File: src/rtl/sync_fifo.sv
// Single-clock FIFO with arbitrary (non-power-of-two) depth, standard or first-word-fall-through
// read, programmable almost-full/almost-empty thresholds, occupancy count and sticky error flags.
module sync_fifo #(
   parameter  int DATA_WIDTH = 8,
   parameter  int DEPTH      = 8,
   parameter  int AF_THRESH  = DEPTH - 2,
   parameter  int AE_THRESH  = 1,
   parameter  int FWFT       = 0,
   localparam int CW         = $clog2(DEPTH + 1)
) (
   input  logic                  clk,
   input  logic                  rst_n,
   input  logic                  clr,
   input  logic                  w_en,
   input  logic [DATA_WIDTH-1:0] data_in,
   input  logic                  r_en,
   output logic [DATA_WIDTH-1:0] data_out,
   output logic                  full,
   output logic                  empty,
   output logic                  almost_full,
   output logic                  almost_empty,
   output logic [CW-1:0]         count,
   output logic                  overflow,
   output logic                  underflow
);

   localparam int            PW       = $clog2(DEPTH);
   localparam logic [PW-1:0] LAST_PTR = PW'(DEPTH - 1);
   localparam logic [CW-1:0] FULL_CNT = CW'(DEPTH);
   localparam logic [CW-1:0] AF_CNT   = CW'(AF_THRESH);
   localparam logic [CW-1:0] AE_CNT   = CW'(AE_THRESH);

   logic [DATA_WIDTH-1:0] mem [DEPTH];
   logic [PW-1:0]         wptr_q, wptr_d;
   logic [PW-1:0]         rptr_q, rptr_d;
   logic [CW-1:0]         count_q, count_d;
   logic                  overflow_q, overflow_d;
   logic                  underflow_q, underflow_d;
   logic                  wr_ok, rd_ok;

   assign full         = (count_q == FULL_CNT);
   assign empty        = (count_q == '0);
   assign almost_full  = (count_q >= AF_CNT);
   assign almost_empty = (count_q <= AE_CNT);
   assign count        = count_q;
   assign overflow     = overflow_q;
   assign underflow    = underflow_q;

   // A flush cycle swallows both requests, so neither side is accepted.
   assign wr_ok = w_en & ~full  & ~clr;
   assign rd_ok = r_en & ~empty & ~clr;

   function automatic logic [PW-1:0] ptr_inc(input logic [PW-1:0] p);
      return (p == LAST_PTR) ? '0 : p + PW'(1);
   endfunction

   // NOTE: every always_comb output gets a default first, so no path can infer a latch.
   always_comb begin
      wptr_d      = wptr_q;
      rptr_d      = rptr_q;
      count_d     = count_q;
      overflow_d  = overflow_q  | (w_en & full  & ~clr);
      underflow_d = underflow_q | (r_en & empty & ~clr);
      if (clr) begin
         wptr_d  = '0;
         rptr_d  = '0;
         count_d = '0;
      end else begin
         if (wr_ok) wptr_d = ptr_inc(wptr_q);
         if (rd_ok) rptr_d = ptr_inc(rptr_q);
         case ({wr_ok, rd_ok})
            2'b10:   count_d = count_q + CW'(1);
            2'b01:   count_d = count_q - CW'(1);
            default: count_d = count_q;
         endcase
      end
   end

   // NOTE: sequential state uses non-blocking assignments so every register samples pre-edge values.
   always_ff @(posedge clk) begin
      if (!rst_n) begin
         wptr_q      <= '0;
         rptr_q      <= '0;
         count_q     <= '0;
         overflow_q  <= 1'b0;
         underflow_q <= 1'b0;
      end else begin
         wptr_q      <= wptr_d;
         rptr_q      <= rptr_d;
         count_q     <= count_d;
         overflow_q  <= overflow_d;
         underflow_q <= underflow_d;
      end
   end

   // NOTE: the storage array has no reset; count/empty guarantee stale words are never presented.
   always_ff @(posedge clk) begin
      if (wr_ok) mem[wptr_q] <= data_in;
   end

   generate
      if (FWFT != 0) begin : g_fwft
         assign data_out = empty ? '0 : mem[rptr_q];
      end else begin : g_std
         logic [DATA_WIDTH-1:0] dout_q;
         always_ff @(posedge clk) begin
            if (!rst_n)     dout_q <= '0;
            else if (rd_ok) dout_q <= mem[rptr_q];
         end
         assign data_out = dout_q;
      end
   endgenerate

endmodule

File: config.mk
export PLATFORM = sky130hd
export DESIGN_NAME = sync_fifo
export DESIGN_NICKNAME = d
export VERILOG_FILES = /design/src/rtl/sync_fifo.sv
export SDC_FILE = /design/constraint.sdc
export NUM_CORES = 1
export LEC_CHECK = 0
export BUFFER_PORTS_ARGS = -buffer_cell sky130_fd_sc_hd__buf_2
export CAP_MARGIN = 25
export CORE_ASPECT_RATIO = 1.5
export CORE_MARGIN = 2
export CORE_UTILIZATION = 30
export DETAILED_ROUTE_END_ITERATION = 12
export SKIP_LAST_GASP = 1
export SYNTH_ARGS = -nofsm -noshare
export SYNTH_HDL_FRONTEND = slang
export SYNTH_SLANG_ARGS = --single-unit
File: constraint.sdc
create_clock -name clk -period 3.4 [get_ports clk]
set_input_delay 0.34 -clock clk [delete_from_list [all_inputs] [get_ports clk]]
set_output_delay 0.34 -clock clk [all_outputs]
set_load 0.01 [all_outputs]
# Word-level counts from Yosys, hierarchy flattened
# Memories as Yosys holds them, arrays and structs flattened. A register that Yosys moved wholly into a read port is not among the register bits.
# Cells that the tools add are included.
[op_classes]
reduce_logical = 4
n_addsub = 4
n_lt_le_gt_ge = 2
mux = 5
bitwise_logic = 14
n_eq_ne = 5
[ops]
columns = ["op", "n"]
rows = [
  ["1-bit bitwise AND", 8],
  ["4-bit case mux with 2 select lines", 1],
  ["3-bit by 1-bit adder with 3-bit output, second input constant", 2],
  ["3-bit == test, second input constant", 2],
  ["3-bit two-way mux", 2],
  ["4-bit by 1-bit adder with 4-bit output, second input constant", 1],
  ["4-bit == test, second input constant", 1],
  ["4-bit by 3-bit >= comparator with 1-bit output, second input constant", 1],
  ["4-bit by 1-bit <= comparator with 1-bit output, second input constant", 1],
  ["4-bit zero test", 1],
  ["1-bit inverter", 4],
  ["4-bit by 1-bit subtractor with 4-bit output, second input constant", 1],
  ["2-bit by 1-bit == test with 1-bit output, second input constant", 1],
  ["2-bit == test, second input constant", 1],
  ["1-bit two-way mux", 2],
  ["1-bit OR", 2],
  ["2-bit nonzero test", 1],
  ["2-bit OR reduction", 1],
  ["1-bit zero test", 1],
]
[word_totals]
elab_cells = 40
mem_count = 1
mem_bits_rw = 64
output_inout_bits = 18
register_bits = 12
inputBits = 13
[mem_list]
columns = ["name", "depth", "width", "rd", "rd_clocked_by_memory_dff", "write_ports", "line_no", "source"]
rows = [
  ["mem", 8, 8, 1, 1, 1, "33", "logic [DATA_WIDTH-1:0] mem [DEPTH];"],
]

# Logic depth before layout (Yosys ltp)
# Gate-level depths: netlist (run 1).
[logic_depth]
depth_word = 6
ltp_mapped = 11
ltp_nobuf = 10

# Least setup slack after synthesis (run 1)
# Ideal clock, no wire load.
[synth_path]
path_kind = "register to register"
startpoint = "reg count_q[0], in the netlist count[0]"
endpoint = "reg count_q[3], in the netlist count[3]"
setup_time_ns = 0.124
path_stages_with_launch = 12
setup_slack_ns = 0.687
t_arrival_ns = 2.589
t_required_ns = 3.276
n_path_buf = 1
period_less_slack_ns = 2.713
path_cell_list = "dfxtp_1 inv_1 ha_1 nor3b_2 or3b_4 inv_2 buf_6 ha_1 or4b_1 a21oi_1 xnor2_1 nor2_1"
[synth_between]
elab_chain_len = 6
elab_cells_between_ends = 14
cone_classes = "2 x add/sub; 3 x eq/ne; 1 x mux; 6 x bitwise; 2 x reduce/logical"
[synth_rtl]
columns = ["item", "line_no", "source"]
rows = [
  ["from (decl)", "36", "logic [CW-1:0] count_q, count_d;"],
  ["from (signal assigned)", "90", "count_q <= count_d;"],
  ["4-bit zero test (*)", "42", "assign empty = (count_q == '0);"],
  ["named net empty", "19", "output logic empty,"],
  ["1-bit inverter (*)", "51", "assign rd_ok = r_en & ~empty & ~clr;"],
  ["1-bit bitwise AND (*) (2 in series)", "51", ""],
  ["named net rd_ok", "39", "logic wr_ok, rd_ok;"],
  ["2-bit by 1-bit == test with 1-bit output / 2-bit == test (equally long branches)", "71", "case ({wr_ok, rd_ok})"],
  ["4-bit case mux with 2 select lines / 2-bit nonzero test (equally long branches)", "n/a", ""],
]
# Mark *: on every way through the listed nets, which the timed path passes. The rest lies on a longest branch.
# A chain may end at the register's enable or synchronous reset.

# Worst setup path in the final report (run 1)
[layout_path]
startpoint = "reg count_q[0], in the netlist count[0]"
endpoint = "reg count_q[3], in the netlist count[3]"
[layout_between]
elab_chain_len = 6
elab_cells_between_ends = 14
cone_classes = "2 x add/sub; 3 x eq/ne; 1 x mux; 6 x bitwise; 2 x reduce/logical"
[layout_rtl]
columns = ["item", "line_no"]
rows = [
  ["4-bit == test / 4-bit zero test (equally long branches)", "41, 42"],
  ["1-bit inverter, on equally long branches", "50, 51"],
  ["1-bit bitwise AND, on equally long branches (2 in series)", "50, 51"],
  ["2-bit by 1-bit == test with 1-bit output / 2-bit == test (equally long branches)", "71"],
  ["4-bit case mux with 2 select lines / 2-bit nonzero test (equally long branches)", "n/a"],
]
# Parallel ways exist; a longest one is shown, timed or not.

==> impl_metrics.tcl, run 1 <==
set metrics [dict create \
    status "finished, final reports clean" \
    cp-start-kind "flop" \
    ys_types 33 \
    port_buffers 30 \
    power_frac_comb_pct 3.7 \
    rsz0062_at_grt "false" \
    vias_per_cell 4.55 \
    intPower_uw 1640 \
    r2r_end "count[3]$_SDFFE_PP0P_" \
    p_total_uw 2070 \
    grt_pass1_wl_mm 9.75 \
    synth_ff_type "edfxtp_1" \
    synth_adder_area_share_pct 3.71 \
    cts-root-buf "clkbuf_16" \
    required_ns 3.61 \
    antennaDiodeCount 0 \
    worstSetupEndpointType "flop" \
    start_util_pct 30.6 \
    drt_iter0_drc 88 \
    grtUsageMet3_pct 2.58 \
    gr-total-overflow 0 \
    cts_tree "done" \
    syn2layout_area_growth_pct 18.2 \
    power_leakage_uw 0.00137 \
    timing.rr.start "count[0]$_SDFFE_PP0P_" \
    synthTopCellsByCount "edfxtp_1 (64), dfxtp_1 (20), mux4_2 (16), a21oi_1 (15)" \
    cts_htree_levels 3 \
    die_x_um 90.5 \
    maxSlewHeadroom_pct 39.2 \
    core_um2 11000 \
    clk_pin_slew_ns 0.06 \
    synth_xor_area_share_pct 0.780 \
    utilization_pct 36.2 \
    rrSetupSlack_ns 0.55 \
    syn_avg_cell_area_um2 16.7 \
    hold_class "in2reg" \
    drt-total-wl_mm 6.23 \
    arrival_ns 3.06 \
    swShare_pct 20.8 \
    synth-seq-area-share_pct 68.9 \
    dr.pass1.iters 4 \
    hp-start "data_in[3]" \
    skew_ns 0.00613 \
    synth_area_leaders "edfxtp_1 (57%), dfxtp_1 (12%), mux4_2 (11%)" \
    cts_setup_buffers 0 \
    synth-seq-cells 84 \
    finalSetupViolCount 0 \
    clk-insertion-delay-late_ns 0.33 \
    post-route-period-util_pct 83.7 \
    hold_viol_final 0 \
    dpl.hpwl_mm 4.17 \
    top_usage_layer "met2" \
    cts_resized 0 \
    setup.worst_path.end "count[3]$_SDFFE_PP0P_" \
    grt_use_total_pct 10.8 \
    nets 266 \
    reg2reg_depth 10 \
    vdd_drop_max_mv 0.224 \
    power.density_nw_per_um2 521 \
    tns_ns 0 \
    syn_inst 202 \
    grt_start_max_net_pins 20 \
    p_seq_share_pct 54.1 \
    fmax_ghz 0.351 \
    worstSetupPathType "reg2reg" \
    synth_edf_count 64 \
    numCtsBuffers 9 \
    synth_nets 225 \
    synth-compound-area-share_pct 4.31 \
    power.switching_uw 431 \
    place.gp.congestion 0.749 \
    drc 0 \
    die_area_um2 12100 \
    yosysWarnings 0 \
    max_slew.worst_pin.slew_ns 0.908 \
    cts.sinks 84 \
    synthMuxAreaShare_pct 13.7 \
    die_y_um 134 \
    clk_path_buf_depth 2 \
    met2_usage_pct 18.7 \
    num_vias 1798 \
    clockPowerShare_pct 42.2 \
    crit_start "count[0]$_SDFFE_PP0P_" \
    synth.top_cell.area_share_pct 57.1 \
    path_max_fanout 19 \
    timing.final.crit_period_ns 2.85 \
    synth_async_sr_flop_share_pct 0 \
    drive_gt1_share_pct 29.4 \
    routedWlPerCell_um 15.8 \
    yosysMostFrequentCell "edfxtp_1" \
    synth_top_family_by_area "multiplexers" \
    cts_hold_buffers 0 \
    drtAntennaViolNets 0 \
    io_pins 31 \
    report.final.slew_viol_count 0 \
    grt_pass1_vias 1827 \
    synth-simple-area-share_pct 6.69 \
    grt_use_met1_pct 12.2 \
    fp-row-count 47 \
    syn_area_um2 3370 \
    antenna_found_initial 0 \
    yosysTopAreaCell "edfxtp_1" \
    max_cap_viol_count 0 \
]
sequential cells by signal (all words and copies together) (netlist names):
| name | cells |
|---|---|
| wptr_q | 3 |
| count | 4 |
| data_out | 8 |
| underflow | 1 |
| rptr_q | 3 |
| mem | 64 |
| overflow | 1 |
power by group through the flow:
stage | clock network (uW) | registers [uW] | logic (uW)
floorplan | 0 | 1140 | 39.9
global placement | 0 | 1140 | 75.8
detailed placement | 0 | 1140 | 78.3
CTS | 891 | 1120 | 78.7
global route | 934 | 1120 | 86.1
finish | 875 | 1120 | 76.7
routing by layer:
metal  part of all wire, %  vias to the layer above
met2                    53                       31
met5                     0                        -
li1                      -                      866
met3                   3.6                        8
met4                   2.0                        0
met1                    41                      893
how the worst min path moves through the flow:
stage,end,slack (ns),cells after the start
6_report,mem[0][3]$_DFFE_PP_,0.29,1
3_3_place_gp,underflow$_SDFF_PN0_,0.47,2
3_5_place_dp,overflow$_SDFF_PN0_,0.49,2
5_1_grt,mem[6][6]$_DFFE_PP_,0.30,1
4_1_cts,mem[0][3]$_DFFE_PP_,0.28,1
2_1_floorplan,mem[0][0]$_DFFE_PP_,0.44,0
stage by stage:
stage	instances	cell area (um^2)	setup slack, ns	hold slack [ns]
4_1_cts	395	3980	0.553	0.279
3_5_place_dp	379	3710	0.557	0.487
6_report	395	3980	0.554	0.287
2_1_floorplan	202	3370	0.687	0.439
5_1_grt	395	3980	0.345	0.297
3_3_place_gp	379	3710	0.644	0.467
critical path: stages, from the launching register on:
cell and delay (ns):
dfxtp_1 0.45, inv_1 0.13, ha_1 0.22, nor3b_2 0.17
or3b_4 0.41, inv_2 0.23, ha_1 0.29, or4b_1 0.45
a21oi_1 0.19, xnor2_1 0.13, nor2_1 0.05
cells in the final DEF (no fill, tap or decap), drive strengths merged, types with 2 or more instances in the layout:
master  Yosys  final
buf         5     37
o21ai      10     10
nand2b      3      3
xor2        2      2
clkbuf      2     10
a21oi      15     15
a31oi       2      2
nand2       8      8
mux2i      10     10
nand3b      2      2
ha         10     10
clkinv      0      5
or3         3      3
inv         5      6
or3b        2      2
mux4       16     16
nor3        5      5
nor2        8      8
nor2b       2      2
edfxtp     64     64
dfxtp      20     20
final cells by class:
class / instances / area (um^2)
multi-input cells: 106 / 982
clock buffers: 10 / 229
flip-flops and latches: 84 / 2320
well taps: 147 / 184
clock inverters: 6 / 41.3
fillers: 1041 / 7020
inverters: 5 / 18.8
repair buffers: 37 / 203
cell families after synthesis:
family	after synthesis
compound gates	28
xor+xnor	3
fa+ha+maj	10
buf+inv	12
flops	84
mux	26
simple gates	39
No activity file was read; power rests on OpenSTA's default activity.
==> run 2: changes to the inputs <==
==> constraint.sdc (replaced) <==
create_clock -name clk -period 2.6 [get_ports clk]
set_input_delay 0.26 -clock clk [delete_from_list [all_inputs] [get_ports clk]]
set_output_delay 0.26 -clock clk [all_outputs]
set_load 0.01 [all_outputs]
==> run 2 against run 1 <==
Fmax increased by 16%. Sequential power grew 30%. Non-clock buffer count rose by 4. Clock skew is 0.00053 ns lower. Via count grew 3.9%. Register-to-register slack lost 0.40 ns. Wire length rose by 7.0%. Power rose by 40%. Final cell count grew 1.0%. Worst setup slack worse by 0.40 ns. Hold slack worse by 0.095 ns.
==> impl_metrics.tcl, run 2 (synthesized netlist as in run 1, its figures left out) <==
set metrics [dict create \
    rsz0062_at_grt "false" \
    max_stage_delay_ns 0.46 \
    power_leakage_uw 0.00141 \
    p_total_uw 2900 \
    vdd_drop_max_mv 0.331 \
    largest_reg_flops 64 \
    die_y_um 134 \
    finalSetupViolCount 0 \
    dr.pass1.iters 4 \
    grt_pass1_wl_mm 10.7 \
    final_cell_mix "edfxtp_1 (64), buf_2 (30), dfxtp_1 (18)" \
    routedWlPerCell_um 16.7 \
    drt-total-wl_mm 6.66 \
    port_buffers 30 \
    fmax_ghz 0.409 \
    numCtsBuffers 9 \
    nets 270 \
    max_cap_viol_count 0 \
    die_area_um2 12100 \
    cts_hold_buffers 0 \
    antennaDiodeCount 0 \
    place.gp.congestion 0.700 \
    largest_register "mem" \
    drive_gt1_share_pct 32.1 \
    layout_setup_ws_ns 0.155 \
    maxSlewHeadroom_pct 39.6 \
    critical_path.cell_chain "inv_1 -> ha_1 -> nor3b_2 -> or3b_4 -> inv_2 -> ha_2 -> or4b_1 -> a21oi_2 -> xnor2_1 -> nor2_1" \
    post-route-period-util_pct 94.0 \
    cp.depth 10 \
    clk_path_buf_depth 2 \
    hold_viol_final 0 \
    drtAntennaViolNets 0 \
    cp-start-kind "flop" \
    critical_path_buf_inv_count 2 \
    hp-start "data_in[0]" \
    worstSetupEndpointType "flop" \
    timing.final.crit_period_ns 2.44 \
    arrival_ns 2.66 \
    cts.sinks 84 \
    antenna_found_initial 0 \
    timing.rr.start "count[1]$_SDFFE_PP0P_" \
    finalInstanceArea_um2 4070 \
    grt_pass1_vias 1894 \
    cts_tree "done" \
    dpl.hpwl_mm 4.23 \
    reg2reg_depth 10 \
    grt_use_total_pct 12.0 \
    core_um2 11000 \
    whs_path_depth 1 \
    gr-total-overflow 0 \
    tns_ns 0 \
    power.density_nw_per_um2 714 \
    r2r_end "count[3]$_SDFFE_PP0P_" \
    fp-row-count 47 \
    vias_per_cell 4.68 \
    cts_htree_levels 3 \
    required_ns 2.81 \
    path_max_fanout 7 \
    clk_pin_slew_ns 0.06 \
    whs_ns 0.192 \
    drc 0 \
    start_util_pct 30.6 \
    clk-insertion-delay-late_ns 0.34 \
    io_pins 31 \
    skew_ns 0.00559 \
    num_vias 1868 \
    final_common_cell "edfxtp_1" \
    max_slew.worst_pin.slew_ns 0.905 \
    place_ws_ns 0.116 \
    drt_iter0_drc 159 \
    cts_resized 0 \
    die_x_um 90.5 \
    cts-root-buf "clkbuf_16" \
    critPathTopFamily "simple AND/OR/NAND/NOR gates" \
    grt_start_max_net_pins 20 \
    place_area_um2 3740 \
    worstSetupPathType "reg2reg" \
    hold_class "in2reg" \
    syn2layout_area_growth_pct 20.8 \
    report.final.slew_viol_count 0 \
    rrSetupSlack_ns 0.16 \
    cts_setup_buffers 0 \
    min_to "mem[1][0]$_DFFE_PP_" \
    cp_slowest_cell "or4b_1" \
    status "finished, final reports clean" \
]
run 2: routing by layer:
layer	vias up	routed length, um	GRT usage [%]
li1	883	-	-
met5	-	0	0
met3	13	232	2.42
met4	0	190	7.18
met2	41	3330	19.8
met1	931	2910	14.7
run 2: power by group:
| group | switching [uW] | internal, uW |
|---|---|---|
| Clock | 498 | 837 |
| Sequential | 6.80 | 1460 |
| Combinational | 62.6 | 42.7 |
run 2: cell type report:
cell class,count,area [um^2]
fill,1036,6930
sequential,84,2330
multi-input combinational,106,988
timing repair buffer,41,233
clock buffer,9,225
tap,147,184
clock inverter,7,91.3
inverter,5,18.8
run 2: metrics by stage:
step	cells	utilization, %
after floorplan	202	-
after global placement	383	34.1
after detailed placement	383	34.1
after CTS	399	36.9
after global routing	399	37.0
final	399	37.0
run 2: worst register-to-register path, stage by stage, from the launching register on:
cell     delay (ns)
dfxtp_4        0.37
inv_1          0.09
ha_1           0.22
nor3b_2        0.18
or3b_4         0.41
inv_2          0.07
ha_2           0.20
or4b_1         0.46
a21oi_2        0.16
xnor2_1        0.12
nor2_1         0.05
run 2: how the worst max path moves through the flow:
stage | slack (ns) | start | to
6_report | 0.16 | count[1]$_SDFFE_PP0P_ | count[3]$_SDFFE_PP0P_
3_5_place_dp | 0.12 | count[1]$_SDFFE_PP0P_ | count[3]$_SDFFE_PP0P_
3_3_place_gp | 0.17 | count[1]$_SDFFE_PP0P_ | count[3]$_SDFFE_PP0P_
5_1_grt | 0.007 | count[1]$_SDFFE_PP0P_ | count[3]$_SDFFE_PP0P_
2_1_floorplan | 0.002 | count[0]$_SDFFE_PP0P_ | count[3]$_SDFFE_PP0P_
4_1_cts | 0.10 | count[1]$_SDFFE_PP0P_ | count[3]$_SDFFE_PP0P_
